--- config.mk ---
export PLATFORM = sky130hd
export DESIGN_NAME = alu_issue_ctrl
export DESIGN_NICKNAME = d
export VERILOG_FILES = /design/src/rtl/alu_defs_pkg.sv /design/src/rtl/cond_eval.sv /design/src/rtl/alu_issue_ctrl.sv
export SDC_FILE = /design/constraint.sdc
export NUM_CORES = 2
export LEC_CHECK = 0
export ABC_CLOCK_PERIOD_IN_PS = 2600
export BUFFER_PORTS_ARGS = -buffer_cell sky130_fd_sc_hd__buf_4
export CAP_MARGIN = 25
export CORE_MARGIN = 1
export CORE_UTILIZATION = 56
export DETAILED_ROUTE_END_ITERATION = 8
export PLACE_DENSITY_LB_ADDON = 0.25
export RECOVER_POWER = 50
export SLEW_MARGIN = 10
export SYNTH_ARGS = -nofsm -noshare
export SYNTH_HDL_FRONTEND = slang
export SYNTH_SLANG_ARGS = --single-unit
--- constraint.sdc ---
create_clock -name clk -period 2.6 [get_ports clk]
set_input_delay 0.52 -clock clk [delete_from_list [all_inputs] [get_ports clk]]
set_output_delay 0.52 -clock clk [all_outputs]
set_load 0.01 [all_outputs]
--- src/rtl/alu_defs_pkg.sv ---
// rtl/alu_defs_pkg.sv - shared opcode, cond, flag and field definitions for the ALU issue path
package alu_defs_pkg;

  localparam logic [3:0] OP_ADD    = 4'd0;
  localparam logic [3:0] OP_SUB    = 4'd1;
  localparam logic [3:0] OP_MUL    = 4'd2;
  localparam logic [3:0] OP_OR     = 4'd3;
  localparam logic [3:0] OP_AND    = 4'd4;
  localparam logic [3:0] OP_XOR    = 4'd5;
  localparam logic [3:0] OP_MOVN   = 4'd6;
  localparam logic [3:0] OP_MOVREG = 4'd7;
  localparam logic [3:0] OP_CMP    = 4'd8;
  localparam logic [3:0] OP_LDR    = 4'd9;
  localparam logic [3:0] OP_STR    = 4'd10;
  localparam logic [3:0] OP_NOP    = 4'd15;

  localparam logic [3:0] COND_EQ = 4'd1;
  localparam logic [3:0] COND_GT = 4'd2;
  localparam logic [3:0] COND_LT = 4'd3;
  localparam logic [3:0] COND_GE = 4'd4;
  localparam logic [3:0] COND_LE = 4'd5;
  localparam logic [3:0] COND_HI = 4'd6;
  localparam logic [3:0] COND_LO = 4'd7;
  localparam logic [3:0] COND_HS = 4'd8;

  localparam int FLAG_N = 3;
  localparam int FLAG_Z = 2;
  localparam int FLAG_C = 1;
  localparam int FLAG_V = 0;

  // LSB positions of the instruction fields; rn/rm are relative to imvalue,
  // which itself starts at bit 0 so they also index the full word.
  localparam int F_COND   = 28;
  localparam int F_OPCODE = 24;
  localparam int F_SBIT   = 23;
  localparam int F_SRC    = 20;
  localparam int F_RD     = 16;
  localparam int F_IMM    = 0;
  localparam int F_RN     = 12;
  localparam int F_RM     = 8;

  typedef enum logic [1:0] {
    ST_IDLE = 2'd0,
    ST_EXEC = 2'd1,
    ST_MEM  = 2'd2,
    ST_WB   = 2'd3
  } state_t;

  function automatic logic is_alu_op(input logic [3:0] op);
    return op <= OP_MOVREG;
  endfunction

  function automatic logic is_illegal(input logic [3:0] op);
    return (op >= 4'd11) && (op <= 4'd14);
  endfunction

endpackage

--- src/rtl/cond_eval.sv ---
// rtl/cond_eval.sv - evaluates an instruction cond code against the NZCV flags
module cond_eval
  import alu_defs_pkg::*;
(
  input  logic [3:0] cond,
  input  logic [3:0] flags,
  output logic       met
);

  logic n, z, c, v;

  assign n = flags[FLAG_N];
  assign z = flags[FLAG_Z];
  assign c = flags[FLAG_C];
  assign v = flags[FLAG_V];

  always_comb begin
    met = 1'b1;
    case (cond)
      COND_EQ: met = z;
      COND_GT: met = !z && (n == v);
      COND_LT: met = !z && (n != v);
      COND_GE: met = (n == v);
      COND_LE: met = (n != v);
      COND_HI: met = !z && c;
      COND_LO: met = !c;
      COND_HS: met = c;
      default: met = 1'b1;
    endcase
  end

endmodule

--- src/rtl/alu_issue_ctrl.sv ---
// rtl/alu_issue_ctrl.sv - serialised instruction issue, register file, writeback and LDR/STR sequencing
module alu_issue_ctrl
  import alu_defs_pkg::*;
#(
  parameter int MEM_TIMEOUT = 16,
  parameter int DATA_W      = 32
) (
  input  logic              clk,
  input  logic              reset,
  input  logic              instr_valid,
  input  logic [31:0]       instr,
  output logic              instr_ready,
  output logic [DATA_W-1:0] alu_in1,
  output logic [DATA_W-1:0] alu_in2,
  output logic              alu_sbit,
  output logic [3:0]        alu_cond,
  output logic [3:0]        alu_opcode,
  output logic [2:0]        alu_srcontrol,
  output logic [15:0]       alu_imvalue,
  input  logic [DATA_W-1:0] alu_result,
  input  logic [3:0]        alu_flags,
  output logic              mem_req,
  output logic              mem_we,
  output logic [DATA_W-1:0] mem_addr,
  output logic [DATA_W-1:0] mem_wdata,
  input  logic [DATA_W-1:0] mem_rdata,
  input  logic              mem_ack,
  output logic [3:0]        flags,
  output logic              retire,
  output logic              err,
  input  logic [3:0]        dbg_addr,
  output logic [DATA_W-1:0] dbg_data
);

  localparam int CNT_W = (MEM_TIMEOUT > 1) ? $clog2(MEM_TIMEOUT) : 1;
  localparam logic [CNT_W-1:0] CNT_LAST = CNT_W'(MEM_TIMEOUT - 1);

  state_t            state;
  logic [DATA_W-1:0] regs [16];
  logic [3:0]        rd_q;
  logic [DATA_W-1:0] res_q;
  logic [DATA_W-1:0] load_q;
  logic [3:0]        rflags_q;
  logic              met_q;
  logic              timeout_q;
  logic [CNT_W-1:0]  tmo_cnt;
  logic              cond_met;
  logic [3:0]        rn;

  // The latched ALU fields double as the instruction register.
  assign rn = alu_imvalue[F_RN +: 4];

  cond_eval u_cond_eval (
    .cond  (alu_cond),
    .flags (flags),
    .met   (cond_met)
  );

  assign dbg_data = regs[dbg_addr];

  always_ff @(posedge clk) begin
    if (reset) begin
      state         <= ST_IDLE;
      instr_ready   <= 1'b1;
      alu_in1       <= '0;
      alu_in2       <= '0;
      alu_sbit      <= 1'b0;
      alu_cond      <= '0;
      alu_opcode    <= '0;
      alu_srcontrol <= '0;
      alu_imvalue   <= '0;
      rd_q          <= '0;
      mem_req       <= 1'b0;
      mem_we        <= 1'b0;
      mem_addr      <= '0;
      mem_wdata     <= '0;
      flags         <= '0;
      retire        <= 1'b0;
      err           <= 1'b0;
      res_q         <= '0;
      load_q        <= '0;
      rflags_q      <= '0;
      met_q         <= 1'b0;
      timeout_q     <= 1'b0;
      tmo_cnt       <= '0;
      for (int i = 0; i < 16; i++) regs[i] <= '0;
    end else begin
      retire <= 1'b0;
      err    <= 1'b0;
      case (state)
        ST_IDLE: begin
          if (instr_valid) begin
            alu_cond      <= instr[F_COND +: 4];
            alu_opcode    <= instr[F_OPCODE +: 4];
            alu_sbit      <= instr[F_SBIT];
            alu_srcontrol <= instr[F_SRC +: 3];
            alu_imvalue   <= instr[F_IMM +: 16];
            rd_q          <= instr[F_RD +: 4];
            alu_in1       <= regs[instr[F_RN +: 4]];
            alu_in2       <= regs[instr[F_RM +: 4]];
            instr_ready   <= 1'b0;
            state         <= ST_EXEC;
          end
        end

        ST_EXEC: begin
          res_q     <= alu_result;
          rflags_q  <= alu_flags;
          met_q     <= cond_met;
          timeout_q <= 1'b0;
          if (cond_met && (alu_opcode == OP_LDR || alu_opcode == OP_STR)) begin
            mem_req   <= 1'b1;
            mem_we    <= (alu_opcode == OP_STR);
            mem_addr  <= regs[rn];
            mem_wdata <= regs[rd_q];
            tmo_cnt   <= '0;
            state     <= ST_MEM;
          end else begin
            retire <= 1'b1;
            err    <= is_illegal(alu_opcode);
            state  <= ST_WB;
          end
        end

        ST_MEM: begin
          if (mem_ack) begin
            load_q  <= mem_rdata;
            mem_req <= 1'b0;
            mem_we  <= 1'b0;
            retire  <= 1'b1;
            state   <= ST_WB;
          end else if (tmo_cnt == CNT_LAST) begin
            mem_req   <= 1'b0;
            mem_we    <= 1'b0;
            timeout_q <= 1'b1;
            retire    <= 1'b1;
            err       <= 1'b1;
            state     <= ST_WB;
          end else begin
            tmo_cnt <= tmo_cnt + 1'b1;
          end
        end

        ST_WB: begin
          // Illegal opcodes are neither ALU ops nor LDR/CMP, so they fall through with no writes.
          if (met_q && !timeout_q) begin
            if (is_alu_op(alu_opcode)) regs[rd_q] <= res_q;
            else if (alu_opcode == OP_LDR) regs[rd_q] <= load_q;
          end
          if (met_q && ((alu_sbit && is_alu_op(alu_opcode)) || alu_opcode == OP_CMP))
            flags <= rflags_q;
          instr_ready <= 1'b1;
          state       <= ST_IDLE;
        end

        default: begin
          instr_ready <= 1'b1;
          state       <= ST_IDLE;
        end
      endcase
    end
  end

endmodule

==> results.py <==
metrics = {
    "run_status": {
        "outcome": "finished, violations left",
        "violations": "setup timing",
    },
    "critical_path": {
        "critPathMaxFanout": 5,
        "required_ns": 2.08,
        "r2r_slack_ns": -0.10,
        "r2r_start": "state[0]",
        "crit_type": "flop to output pin",
        "cp-end-kind": "output pin",
        "cp-start-kind": "flop",
        "worstPathArrival_ns": 2.36,
        "startpoint": "regs[0][21]",
    },
    "clock_tree": {
        "cts.sinks": 757,
        "cts-root-buf": "clkbuf_16",
        "htree_levels": 3,
        "path_clk_slew_ns": 0.07,
        "clock_latency_ns": 0.66,
        "clock_path_buffers": 3,
        "cts_tree": "built",
        "cts-buffers-inserted": 84,
        "ctsHoldBuffers": 0,
    },
    "sta": {
        "relSlewSlack_pct": 35.6,
        "skew_ns": 0.0280,
        "hold_violations": 0,
        "finalCritPeriodShare_pct": 111,
        "finalSetupTns_ns": -10.92,
        "drv_slew": 0,
        "rsz0062_at_grt": "true",
        "finalSetupViolations": 159,
        "min_period_ns": 2.88,
        "max_freq_ghz": 0.347,
        "setup_ws_ns": -0.279,
        "worst_pin_slew_ns": 0.966,
    },
    "logic_synthesis": {
        "synthFlopType": "edfxtp_1",
        "synth_edf_count": 512,
        "synth_largest_area_cell": "mux4_2",
        "syn_inst": 3395,
        "ys_warn_count": 0,
        "netlist_area_mm2": 0.0458,
        "synth_fp_nets": 3508,
        "synth.distinct_cells": 49,
        "synth_seq_cells": 757,
        "netlist.area_leader.share_pct": 35.6,
        "synth_area_leaders": "mux4_2 36%, edfxtp_1 34%, dfxtp_1 11%",
        "ys_seq_area_share_pct": 44.3,
        "avgSynthCellArea_um2": 13.5,
        "synthArstFlopShare_pct": 0,
    },
    "detailed_routing": {
        "drtAntennaViolNets": 0,
        "drc": 0,
        "vias_per_cell": 7.45,
        "wl_per_cell_um": 34.0,
        "drtPass1Iterations": 8,
        "finalWirelength_um": 172000,
        "drt_iter0_markers": 6518,
        "num_vias": 37700,
    },
    "die": {
        "pin_count": 305,
        "start_util_pct": 56.8,
        "coreArea_mm2": 0.0807,
        "die_w_um": 288,
        "rows": 104,
        "die_h_um": 288,
        "die_area_mm2": 0.0829,
    },
    "global_route": {
        "grt_pass1_vias": 37300,
        "grt_max_degree": 127,
        "grt_usage_pct": 41.4,
        "grt_pass1_wl_um": 247000,
        "antenna_found_initial": 1,
        "grt-ovfl-total": 0,
    },
    "pwr": {
        "totalPowerFinal_uw": 36400,
        "ir_drop_mv": 0.561,
        "p_leak_uw": 0.0192,
        "cellPowerDensity_mw_per_mm2": 656,
    },
    "hold_path": {
        "min_path_type": "primary input to flop",
        "worstHoldStart": "alu_result[0]",
    },
    "placed_design": {
        "port_buffers": 304,
        "dp_hpwl_um": 104000,
        "placed_cell_area_mm2": 0.0512,
        "routabilityCongestion": 0.959,
        "dp.cells": 4619,
    },
    "cells_and_area": {
        "area_growth_pct": 21.2,
        "final_nets": 4045,
        "fin_cells": 5063,
        "drive_above_1_share_pct": 39.5,
        "fin_area_mm2": 0.0555,
    },
    "run": {
        "max_cap_viol_count": 0,
    },
}
## metrics by stage
stage / hold WS (ns) / utilization, % / worst slack (ns)
global placement: 0.443 / 63.5 / -0.223
global route: 0.0942 / 68.8 / -0.286
CTS: 0.0799 / 69.1 / -0.259
finish: 0.0996 / 68.8 / -0.279
detailed placement: 0.447 / 63.5 / -0.232
floorplan: 0.436 / - / -0.0473
## routing by layer
metal | share of wire (%) | up-vias | routed length, µm | GRT usage [%]
met5 | 0 | - | 0 | 0.349
met4 | 7.8 | 0 | 13500 | 26.3
met3 | 17 | 985 | 30000 | 17.0
met2 | 44 | 4011 | 76000 | 61.3
met1 | 31 | 18300 | 52600 | 50.5
li1 | - | 14400 | - | -
## timing repair
| action | in CTS | in global routing |
|---|---|---|
| resized for setup | 37 | 1 |
| setup endpoints to repair | 32 | 32 |
| gates cloned | 1 | 0 |
| pin swaps | 0 | 0 |
| endpoints found under the hold margin | 0 | 0 |
| setup buffers | 196 | 90 |
## layout by cell type, fill, tap and decap left out, types with 4 or more instances in the layout
cell	instances
buf_4	478
buf_6	34
nand4_1	5
nand2_1	437
buf_16	4
clkbuf_1	183
clkbuf_16	92
mux2i_1	61
a21oi_1	187
nor3b_1	4
inv_1	6
a22oi_1	128
clkinv_2	11
edfxtp_1	512
nand2_2	24
o21ai_0	7
dfxtp_4	4
buf_2	4
bufinv_16	7
nor2_1	576
a221oi_1	12
mux4_2	724
clkinv_1	4
nor2b_4	4
clkbuf_2	9
nor3_1	16
mux2i_2	25
nand3_1	4
clkbuf_8	11
mux2_2	13
buf_12	97
dfxtp_1	241
clkbuf_4	9
ha_1	5
clkinvlp_4	7
## synth_stat cells (all sizes together), types with 3 or more instances
cell	number
nand2	461
nand2b	3
mux2	13
edfxtp	512
a211oi	3
o21ai	7
and2	5
dfxtp	245
nor2	579
inv	6
xnor2	3
clkbuf	219
a22oi	128
a31oi	3
nor2b	6
mux2i	86
and3	3
nor3b	4
nor3	16
nand4	5
nand3	4
mux4	724
buf	139
a21oi	187
a221oi	12
ha	5
## critical path: stages (launching register included)
cell and delay, ns:
edfxtp_1 0.47, mux4_2 0.49, mux4_2 0.58, buf_6 0.17
## cell families after synthesis
kind of cell / Yosys count / synth area share (%)
buffers and inverters: 364 / 3.46
muxes: 823 / 38.1
adders and majority gates: 5 / 0.137
xor gates and xnor gates: 3 / 0.0574
and+or+nand+nor: 1092 / 9.23
DFF: 757 / 44.3
AOI/OAI and AO/OA: 351 / 4.76
## final timing paths
check	to	cells after the start
max	dbg_data[21]	3
min	res_q[0]	3
max reg2reg	alu_imvalue[8]	7
min reg2reg	load_q[24]	2
## cell type report
type | count | area, µm²
fillers | 5560 | 25200
inverters | 6 | 22.5
well taps | 1060 | 1330
multi-input cells | 2274 | 24000
clock buffers | 118 | 2460
diodes | 1 | 2.50
repair buffers | 809 | 6940
clock inverters | 38 | 429
flip-flops and latches | 757 | 20300
## flip-flops by register name (all words and copies together), names as in the netlist, 16 cells and up
signal,count
alu_imvalue,16
mem_addr,32
alu_in1,32
alu_in2,32
regs,512
load_q,32
mem_wdata,32
res_q,32
## report_power, final
group / total, µW / internal, µW / switching, µW
combinational: 9690 / 4220 / 5470
sequential: 14200 / 13500 / 675
clock: 12500 / 7340 / 5160
(Power assumes the default switching activity.)
